`config.mk`:
```
export PLATFORM = sky130hd
export DESIGN_NAME = serial_add_ctrl
export DESIGN_NICKNAME = d
export VERILOG_FILES = /design/src/rtl/serial_add_pkg.sv /design/src/rtl/full_add.sv /design/src/rtl/serial_add_ctrl.sv
export SDC_FILE = /design/constraint.sdc
export NUM_CORES = 1
export LEC_CHECK = 0
export CORE_ASPECT_RATIO = 1.5
export CORE_MARGIN = 2
export CORE_UTILIZATION = 35
export CTS_CLUSTER_DIAMETER = 50
export DETAILED_ROUTE_END_ITERATION = 16
export HOLD_SLACK_MARGIN = 0.15
export PLACE_DENSITY = 0.57
export SYNTH_ARGS = -nofsm -noshare
export SYNTH_HDL_FRONTEND = slang
export SYNTH_SLANG_ARGS = --single-unit
```
`constraint.sdc`:
```
create_clock -name clk -period 1.6 [get_ports clk]
set_input_delay 0.16 -clock clk [delete_from_list [all_inputs] [get_ports clk]]
set_output_delay 0.16 -clock clk [all_outputs]
set_load 0.02 [all_outputs]
```
`src/rtl/serial_add_pkg.sv`:
```
`default_nettype none
// ============================================================================
// Module   : serial_add_pkg
// Purpose  : Shared state encoding for the bit-serial arithmetic sequencers
//            (serial add today; serial multiply/compare reuse the same set).
// Revision : 1.0  initial release
// ============================================================================
package serial_add_pkg;

    // Sequencer phases: waiting for operands, shifting bits, holding result.
    typedef enum logic [1:0] {
        ST_IDLE = 2'd0,
        ST_RUN  = 2'd1,
        ST_DONE = 2'd2
    } serial_state_t;

endpackage : serial_add_pkg
`default_nettype wire

```
`src/rtl/full_add.sv`:
```
`default_nettype none
// ============================================================================
// Module   : full_add
// Purpose  : Single-bit full adder cell (a + b + cin -> sum, cout).
// Revision : 1.0  initial release
// ============================================================================
module full_add (
    input  logic a,
    input  logic b,
    input  logic cin,
    output logic sum,
    output logic cout
);

    logic w_half;

    assign w_half = a ^ b;
    assign sum    = w_half ^ cin;
    assign cout   = (a & b) | (cin & w_half);

endmodule : full_add
`default_nettype wire

```
`src/rtl/serial_add_ctrl.sv`:
```
`default_nettype none
// ============================================================================
// Module   : serial_add_ctrl
// Purpose  : Bit-serial WIDTH-bit adder. One full_add cell is reused once per
//            clock, LSB first. Operands arrive and the result leaves on
//            valid/ready handshakes.
// Options  : SERIAL_ADD_SUB_EN - adds the 'sub' port; sub=1 computes a-b by
//            loading ~b and a carry-in of 1 (cout=1 means no borrow).
// Revision : 1.0  initial release
// ============================================================================
module serial_add_ctrl
    import serial_add_pkg::*;
#(
    parameter int WIDTH = 8
) (
    input  logic             clk,
    input  logic             rst,
    input  logic             start_valid,
    output logic             start_ready,
    input  logic [WIDTH-1:0] a,
    input  logic [WIDTH-1:0] b,
`ifdef SERIAL_ADD_SUB_EN
    input  logic             sub,
`endif
    output logic             res_valid,
    input  logic             res_ready,
    output logic [WIDTH-1:0] sum,
    output logic             cout
);

    localparam int             CW     = (WIDTH > 1) ? $clog2(WIDTH) : 1;
    localparam logic [CW-1:0]  c_LAST = CW'(WIDTH - 1);

    serial_state_t    state_q;
    logic [WIDTH-1:0] opa_q;
    logic [WIDTH-1:0] opb_q;
    logic [WIDTH-1:0] res_q;
    logic             carry_q;
    logic [CW-1:0]    cnt_q;
    logic             start_ready_q;
    logic             res_valid_q;

    logic [WIDTH-1:0] opa_d;
    logic [WIDTH-1:0] opb_d;
    logic [WIDTH-1:0] res_d;
    logic [CW-1:0]    cnt_d;
    logic             w_bit_sum;
    logic             w_bit_cout;
    logic [WIDTH-1:0] w_opb_load;
    logic             w_cin_load;

    // Subtraction is a + ~b + 1, so only the B load value and carry-in differ.
`ifdef SERIAL_ADD_SUB_EN
    assign w_opb_load = sub ? ~b : b;
    assign w_cin_load = sub;
`else
    assign w_opb_load = b;
    assign w_cin_load = 1'b0;
`endif

    // The shared bit cell always looks at the current LSBs and the carry flop.
    full_add u_cell (
        .a    (opa_q[0]),
        .b    (opb_q[0]),
        .cin  (carry_q),
        .sum  (w_bit_sum),
        .cout (w_bit_cout)
    );

    // Operands drain to the right; result bits enter at the MSB so that after
    // WIDTH shifts the first (LSB) sum bit has reached bit 0.
    assign opa_d = {1'b0, opa_q[WIDTH-1:1]};
    assign opb_d = {1'b0, opb_q[WIDTH-1:1]};
    assign res_d = {w_bit_sum, res_q[WIDTH-1:1]};
    assign cnt_d = cnt_q + CW'(1);

    // Sequencer FSM with datapath registers and registered handshake outputs.
    always_ff @(posedge clk or posedge rst) begin
        if (rst) begin
            state_q       <= ST_IDLE;
            opa_q         <= '0;
            opb_q         <= '0;
            res_q         <= '0;
            carry_q       <= 1'b0;
            cnt_q         <= '0;
            start_ready_q <= 1'b1;
            res_valid_q   <= 1'b0;
        end else begin
            case (state_q)
                ST_IDLE: begin
                    if (start_valid && start_ready_q) begin
                        opa_q         <= a;
                        opb_q         <= w_opb_load;
                        carry_q       <= w_cin_load;
                        cnt_q         <= '0;
                        start_ready_q <= 1'b0;
                        state_q       <= ST_RUN;
                    end
                end
                ST_RUN: begin
                    opa_q   <= opa_d;
                    opb_q   <= opb_d;
                    res_q   <= res_d;
                    carry_q <= w_bit_cout;
                    cnt_q   <= cnt_d;
                    if (cnt_q == c_LAST) begin
                        res_valid_q <= 1'b1;
                        state_q     <= ST_DONE;
                    end
                end
                ST_DONE: begin
                    // Result and carry registers are left untouched on exit so
                    // sum/cout keep showing the last result while idle.
                    if (res_ready) begin
                        res_valid_q   <= 1'b0;
                        start_ready_q <= 1'b1;
                        state_q       <= ST_IDLE;
                    end
                end
                default: begin
                    res_valid_q   <= 1'b0;
                    start_ready_q <= 1'b1;
                    state_q       <= ST_IDLE;
                end
            endcase
        end
    end

    assign start_ready = start_ready_q;
    assign res_valid   = res_valid_q;
    assign sum         = res_q;
    assign cout        = carry_q;

endmodule : serial_add_ctrl
`default_nettype wire

```
==> results of run 1 <==
[kinds of logic after synthesis]
family                   count (synthesis)  synth area share (%)
AO/OA/AOI/OAI                           42                  15.5
adder cells (fa/ha/maj)                  3                  3.01
buffers and inverters                   14                  6.94
flip-flops                              32                  53.6
multiplexers                            15                  10.1
AND/OR/NAND/NOR                         37                  10.9
[routing by layer]
layer | up-vias | share of wire, %
met3 | 6 | 4.5
met5 | - | 0
met2 | 30 | 52
met4 | 0 | 2.1
li1 | 557 | -
met1 | 564 | 41
[cells in the final DEF, fill, tap and decap left out, types with 2 or more instances in the layout]
| master | netlist | final |
|---|---|---|
| dfrtp_1 | 31 | 31 |
| clkdlybuf4s50_1 | 0 | 29 |
| nand2_1 | 27 | 27 |
| o21ai_0 | 25 | 25 |
| mux2i_1 | 14 | 14 |
| buf_4 | 1 | 10 |
| o21ai_1 | 8 | 8 |
| clkbuf_8 | 0 | 5 |
| inv_1 | 4 | 4 |
| nor2_1 | 3 | 3 |
| a21oi_1 | 3 | 3 |
| nand2b_1 | 2 | 2 |
| a22o_1 | 2 | 2 |
| ha_1 | 2 | 2 |
[worst paths after layout]
kind                                         startpoint                 endpoint  slack, ns
worst max-delay path              res_valid$_DFFE_PP0P_                res_valid       0.16
worst min-delay path                                rst       sum[3]$_DFFE_PP0P_       0.25
worst max register to register  start_ready$_DFFE_PP1P_     opa_q[7]$_DFFE_PP0P_       0.24
worst min register to register       sum[0]$_DFFE_PP0P_       sum[0]$_DFFE_PP0P_       0.48
max in group asynchronous                           rst  start_ready$_DFFE_PP1P_       1.02
min in group clk                     sum[0]$_DFFE_PP0P_       sum[0]$_DFFE_PP0P_       0.48
[flip-flops by register name, summed over array words and instances (netlist names)]
signal       cells
res_valid        1
start_ready      1
state_q          2
opa_q            8
sum              8
cnt_q            3
cout             1
opb_q            8
[final cells by class]
cell class	instances	area (um2)	area share (%)
sequential	32	802	41.1
multi-input combinational	97	591	30.3
clock inverter	3	42.5	2.18
inverter	4	15.0	0.770
tap	46	57.6	2.95
clock buffer	5	68.8	3.53
timing repair buffer	40	374	19.2
[metrics by stage]
stage	area, um2	util (%)	power (W)	hold slack [ns]	instances
after global routing	1950	46.7	0.00380	0.300	227
final	1950	46.7	0.00351	0.254	227
after global placement	1840	44.1	0.00271	0.462	219
after detailed placement	1840	44.1	0.00279	0.467	219
after floorplan	1500	-	0.00237	0.275	143
after CTS	1950	46.7	0.00357	0.273	227
[worst reg2reg max path: cells and delay by family, from the launching register on]
| kind | cells | cell delay, ns |
|---|---|---|
| simple gates | 1 | 0.26 |
| flops | 1 | 0.58 |
| compound gates | 2 | 0.25 |
| buf+inv | 1 | 0.18 |
[power breakdown]
part / internal, W / switching, W
sequential: 0.00114 / 0.000193
combinational: 0.000674 / 0.000744
clock: 0.000460 / 0.000301
total: 0.00227 / 0.00124
[what timing repair did]
item | in CTS | in global routing
endpoints found under the setup margin | 1 | 0
endpoints found under the hold margin | 0 | 0
gates resized for setup | 1 | 0
==> impl_metrics.tcl, run 1 <==
set metrics [dict create \
    detailedRoute.firstIterationViolations 23 \
    proportion_of_synthesized_chip_area_in_sequential_cells_pct 53.6 \
    max_freq_mhz 694 \
    cts_tree "done" \
    timing.final.max_slew_violations 0 \
    critPathMaxStageDelay_ns 0.62 \
    min_period_over_period_pct 90.0 \
    power.ir.vdd_worst_mv 0.919 \
    cp_data_arrival_time_ns 1.28 \
    synth_cells 143 \
    cp.buffers_inverters 1 \
    r2r_cells 4 \
    vias_per_cell 5.10 \
    clk-insertion-delay-late_ns 0.28 \
    tightest_slew_ns 0.468 \
    maxcap_viol_count 0 \
    fin_nets 203 \
    number_of_buffers_between_clock_root_and_the_deepest_sink 2 \
    final_skew_ns 0.00259 \
    pwr_density_cell_nw_per_um2 1800 \
    gr-usage-met2_pct 23.1 \
    place_worst_setup_slack_ns 0.0998 \
    tritoncts_num_sinks 32 \
    routedWlPerCell_um 13.3 \
    fp-row-count 29 \
    worst_setup_path_end_kind "primary output" \
    met1_demand_to_capacity_share_in_global_routing_pct 16.4 \
    dr.pass1.iters 4 \
    overflow 0 \
    path_delay_family "buffers and inverters" \
    synth_edf_count 0 \
    synth_seq_cells 32 \
    drt_drc_violations_left 0 \
    diodes 0 \
    die_w_um 57.4 \
    synth_area_leaders "dfrtp_1 (52%), mux2i_1 (9.4%), o21ai_0 (8.4%)" \
    area_delta_synth_final_pct 30.4 \
    die-height_um 84.1 \
    postSynth.topFlopCell "dfrtp_1" \
    crit_type "register to primary output" \
    fraction_of_registers_with_async_set_or_reset_after_synthesis_pct 100 \
    final.setup.worst_slack_ns 0.160 \
    final_antenna_net_count 0 \
    synth_warnings 0 \
    die_area_um2 4830 \
    fill_cell_total_of_the_finished_layout 408 \
    use_met3_pct 4.65 \
    dp.final_hpwl_um 2230 \
    cpMaxStageDelayCell "clkdlybuf4s50_1" \
    postCtsSetupBuffers 0 \
    synth.avg_cell_area_um2 10.5 \
    cts-htree-levels 2 \
    clk_transition_reported_paths_ns 0.07 \
    grt_antenna_before_repair 0 \
    grt_pass1_wl_um 5290 \
    slew-limit-headroom_pct 68.8 \
    pin_count_of_the_biggest_net_entering_global_routing 33 \
    global_route.usage.total_pct 14.3 \
    outcome "finished, final reports clean" \
    cts_inserted_buffers 5 \
    drive_above_1_share_pct 12.2 \
    postCtsHoldBufs 0 \
    routabilityCongestion 0.739 \
    holdCritPathClass "input port to async pin" \
    synth.net_count 166 \
    grt_setup_unrepaired "no" \
    ioPinCount 31 \
    cts.root.buffer_cell "clkbuf_8" \
    synthesis.area_um2 1500 \
    finalHoldViolations 0 \
    path_max_fanout 3 \
    globalRoute.busiestLayer "met2" \
    post-route-min-period_ns 1.44 \
    port_buffers 30 \
    netlist_top_cells_count "dfrtp_1 (31), nand2_1 (27), o21ai_0 (25), mux2i_1 (14), o21ai_1 (8)" \
    required_ns 1.44 \
    grt_pass1_vias 1215 \
    cp_startpoint_kind "register" \
    totalWireLength_um 3030 \
    synth_cell_types 28 \
    setup_violations 0 \
    synth_top_area_cell "dfrtp_1" \
    cp_cell_sequence "clkdlybuf4s50_1" \
    total_leakage_power_nw 0.913 \
    floorplan.initialDensity_pct 35.9 \
    core_um2 4170 \
    path_length_in_cells_of_the_critical_path 1 \
    yosys.cell_count.top_type "dfrtp_1" \
    totalNegativeSetupSlack_ns 0 \
    vias 1157 \
    synth_top_area_share_pct 51.8 \
]
Note: power is estimated with default switching activity, not from simulation.
==> inputs of run 2 (changes only) <==
Settings changed: CAP_MARGIN set to 30.
==> results of run 2 <==
The final DEF is identical to that of run 1; final timing and power are the same.
==> inputs of run 3 (changes only) <==
Settings changed: CORE_UTILIZATION 35 to 52, PLACE_DENSITY 0.57 to 0.8.
Clock period 1.6 ns to 1.7 ns, I/O delays scaled along.
==> run 3 against run 2 <==
Combinational power down 11%; non-clock buffer count decreased by 4; clock skew about the same; critical path depth grew 2; core utilization up 23 points; global-route usage up 7.5 points; sequential power shrank 5%; count of clock-buffer cells in the layout increased by 3; die area down 31%; power is 11% lower; register-to-register slack lost 0.04 ns; final cell count down 5.7%; critical endpoint is now opb_q[6]$_DFFE_PP0P_; largest power group is now sequential cells.
==> impl_metrics.tcl, run 3 (synthesis results as in run 1) <==
set metrics [dict create \
    outcome "finished, final reports clean" \
    min_period_over_period_pct 88.1 \
    setup_violations 0 \
    path_max_fanout 11 \
    totalWireLength_um 2940 \
    die-height_um 69.7 \
    vias 1137 \
    fp-row-count 23 \
    port_buffers 30 \
    maxcap_viol_count 0 \
    cts_inserted_buffers 5 \
    cts-htree-levels 2 \
    globalRoute.busiestLayer "met2" \
    postCtsSetupBuffers 0 \
    final_cells 214 \
    finalHoldViolations 0 \
    clk-insertion-delay-late_ns 0.29 \
    ioPinCount 31 \
    finalCoreUtilization_pct 69.9 \
    worst_setup_path_end_kind "register" \
    grt_pass1_wl_um 5190 \
    tritoncts_num_sinks 32 \
    required_ns 1.85 \
    die_w_um 47.8 \
    total_leakage_power_nw 0.898 \
    cp_startpoint_kind "register" \
    die_area_um2 3330 \
    cts.root.buffer_cell "clkbuf_8" \
    core_um2 2710 \
    pwr_density_cell_nw_per_um2 1660 \
    final_skew_ns 0.00217 \
    power.ir.vdd_worst_mv 0.918 \
    grt_setup_unrepaired "no" \
    floorplan.initialDensity_pct 55.3 \
    max_freq_mhz 668 \
    dp_cells 206 \
    global_route.usage.total_pct 21.8 \
    routabilityCongestion 0.699 \
    gr-usage-met2_pct 35.6 \
    routedWlPerCell_um 13.7 \
    cts_tree "done" \
    clk_transition_reported_paths_ns 0.06 \
    number_of_buffers_between_clock_root_and_the_deepest_sink 2 \
    tightest_slew_ns 0.483 \
    met1_demand_to_capacity_share_in_global_routing_pct 24.4 \
    cp_data_arrival_time_ns 1.65 \
    dr.pass1.iters 4 \
    holdCritPathClass "input port to async pin" \
    detailedRoute.firstIterationViolations 28 \
    diodes 0 \
    layout.cells.most_common_list "dfrtp_1 (31), clkdlybuf4s50_1 (29), nand2_1 (27), o21ai_0 (25), mux2i_1 (14)" \
    slew-limit-headroom_pct 67.8 \
    final_antenna_net_count 0 \
    drt_drc_violations_left 0 \
    place_worst_setup_slack_ns 0.0770 \
    final.setup.worst_slack_ns 0.202 \
    post-route-min-period_ns 1.50 \
    use_met3_pct 7.55 \
    dp.final_hpwl_um 2110 \
    totalNegativeSetupSlack_ns 0 \
    crit_type "register to register" \
    vias_per_cell 5.31 \
    grt_antenna_before_repair 0 \
    layout.cells.most_common "dfrtp_1" \
    timing.final.max_slew_violations 0 \
    pin_count_of_the_biggest_net_entering_global_routing 33 \
    area_delta_synth_final_pct 26.4 \
    grt_pass1_vias 1206 \
    drive_above_1_share_pct 9.04 \
    fin_nets 199 \
    overflow 0 \
    postCtsHoldBufs 0 \
]
-- run 3: changes by cell type in the layout (fill, tap and decap cells not counted) --
cell	previous run	this run
buf_4	10	6
bufinv_16	1	0
clkbuf_1	0	2
clkbuf_8	5	6
clkinv_2	1	0
clkinvlp_4	1	0
dlygate4sd2_1	1	0
dlymetal6s2s_1	0	1
-- run 3: path summary, 6_finish.rpt --
kind / from / to / slack [ns] / depth (start not counted)
setup / recovery: state_q[0]$_DFFE_PP0P_ / opb_q[6]$_DFFE_PP0P_ / 0.20 / 3
hold / removal: rst / opb_q[2]$_DFFE_PP0P_ / 0.27 / 3
setup reg to reg: state_q[0]$_DFFE_PP0P_ / opb_q[6]$_DFFE_PP0P_ / 0.20 / 3
hold reg to reg: sum[6]$_DFFE_PP0P_ / sum[5]$_DFFE_PP0P_ / 0.49 / 2
max in group asynchronous: rst / start_ready$_DFFE_PP1P_ / 1.11 / 3
min in group clk: sum[6]$_DFFE_PP0P_ / sum[5]$_DFFE_PP0P_ / 0.49 / 2
-- run 3: layer usage --
metal / up-vias / wire length (um)
li1: 550 / -
met1: 552 / 1120
met2: 28 / 1620
met3: 7 / 127
met4: 0 / 65
met5: - / 0
-- run 3: where the power goes --
part / switching, W / internal (W) / total [W]
Clock: 0.000267 / 0.000330 / 0.000597
Sequential: 0.000199 / 0.00107 / 0.00127
Combinational: 0.000672 / 0.000596 / 0.00127
Total: 0.00114 / 0.00200 / 0.00313
-- run 3: final cells by class --
type / count / area (um2)
clock buffers: 8 / 90.1
fillers: 222 / 813
flip-flops and latches: 32 / 802
inverters: 4 / 15.0
multi-input cells: 97 / 591
well taps: 37 / 46.3
repair buffers: 36 / 348
-- run 3: repair_timing --
item                                    4_1_cts  5_1_grt
hold endpoints to repair                      0        0
endpoints found under the setup margin        0        1
gates resized for setup                       0        1
-- run 3: critical path, stage by stage, from the launching register on --
cell     delay, ns
dfrtp_1       0.54
and2b_1       0.47
mux2i_1       0.26
o21ai_0       0.10
-- run 3: stage by stage --
stage	power, W	hold slack (ns)	instance area, um2
global placement	0.00248	0.459	1800
finish	0.00313	0.269	1890
global route	0.00341	0.309	1890
CTS	0.00317	0.288	1890
floorplan	0.00223	0.285	1500
detailed placement	0.00257	0.471	1800
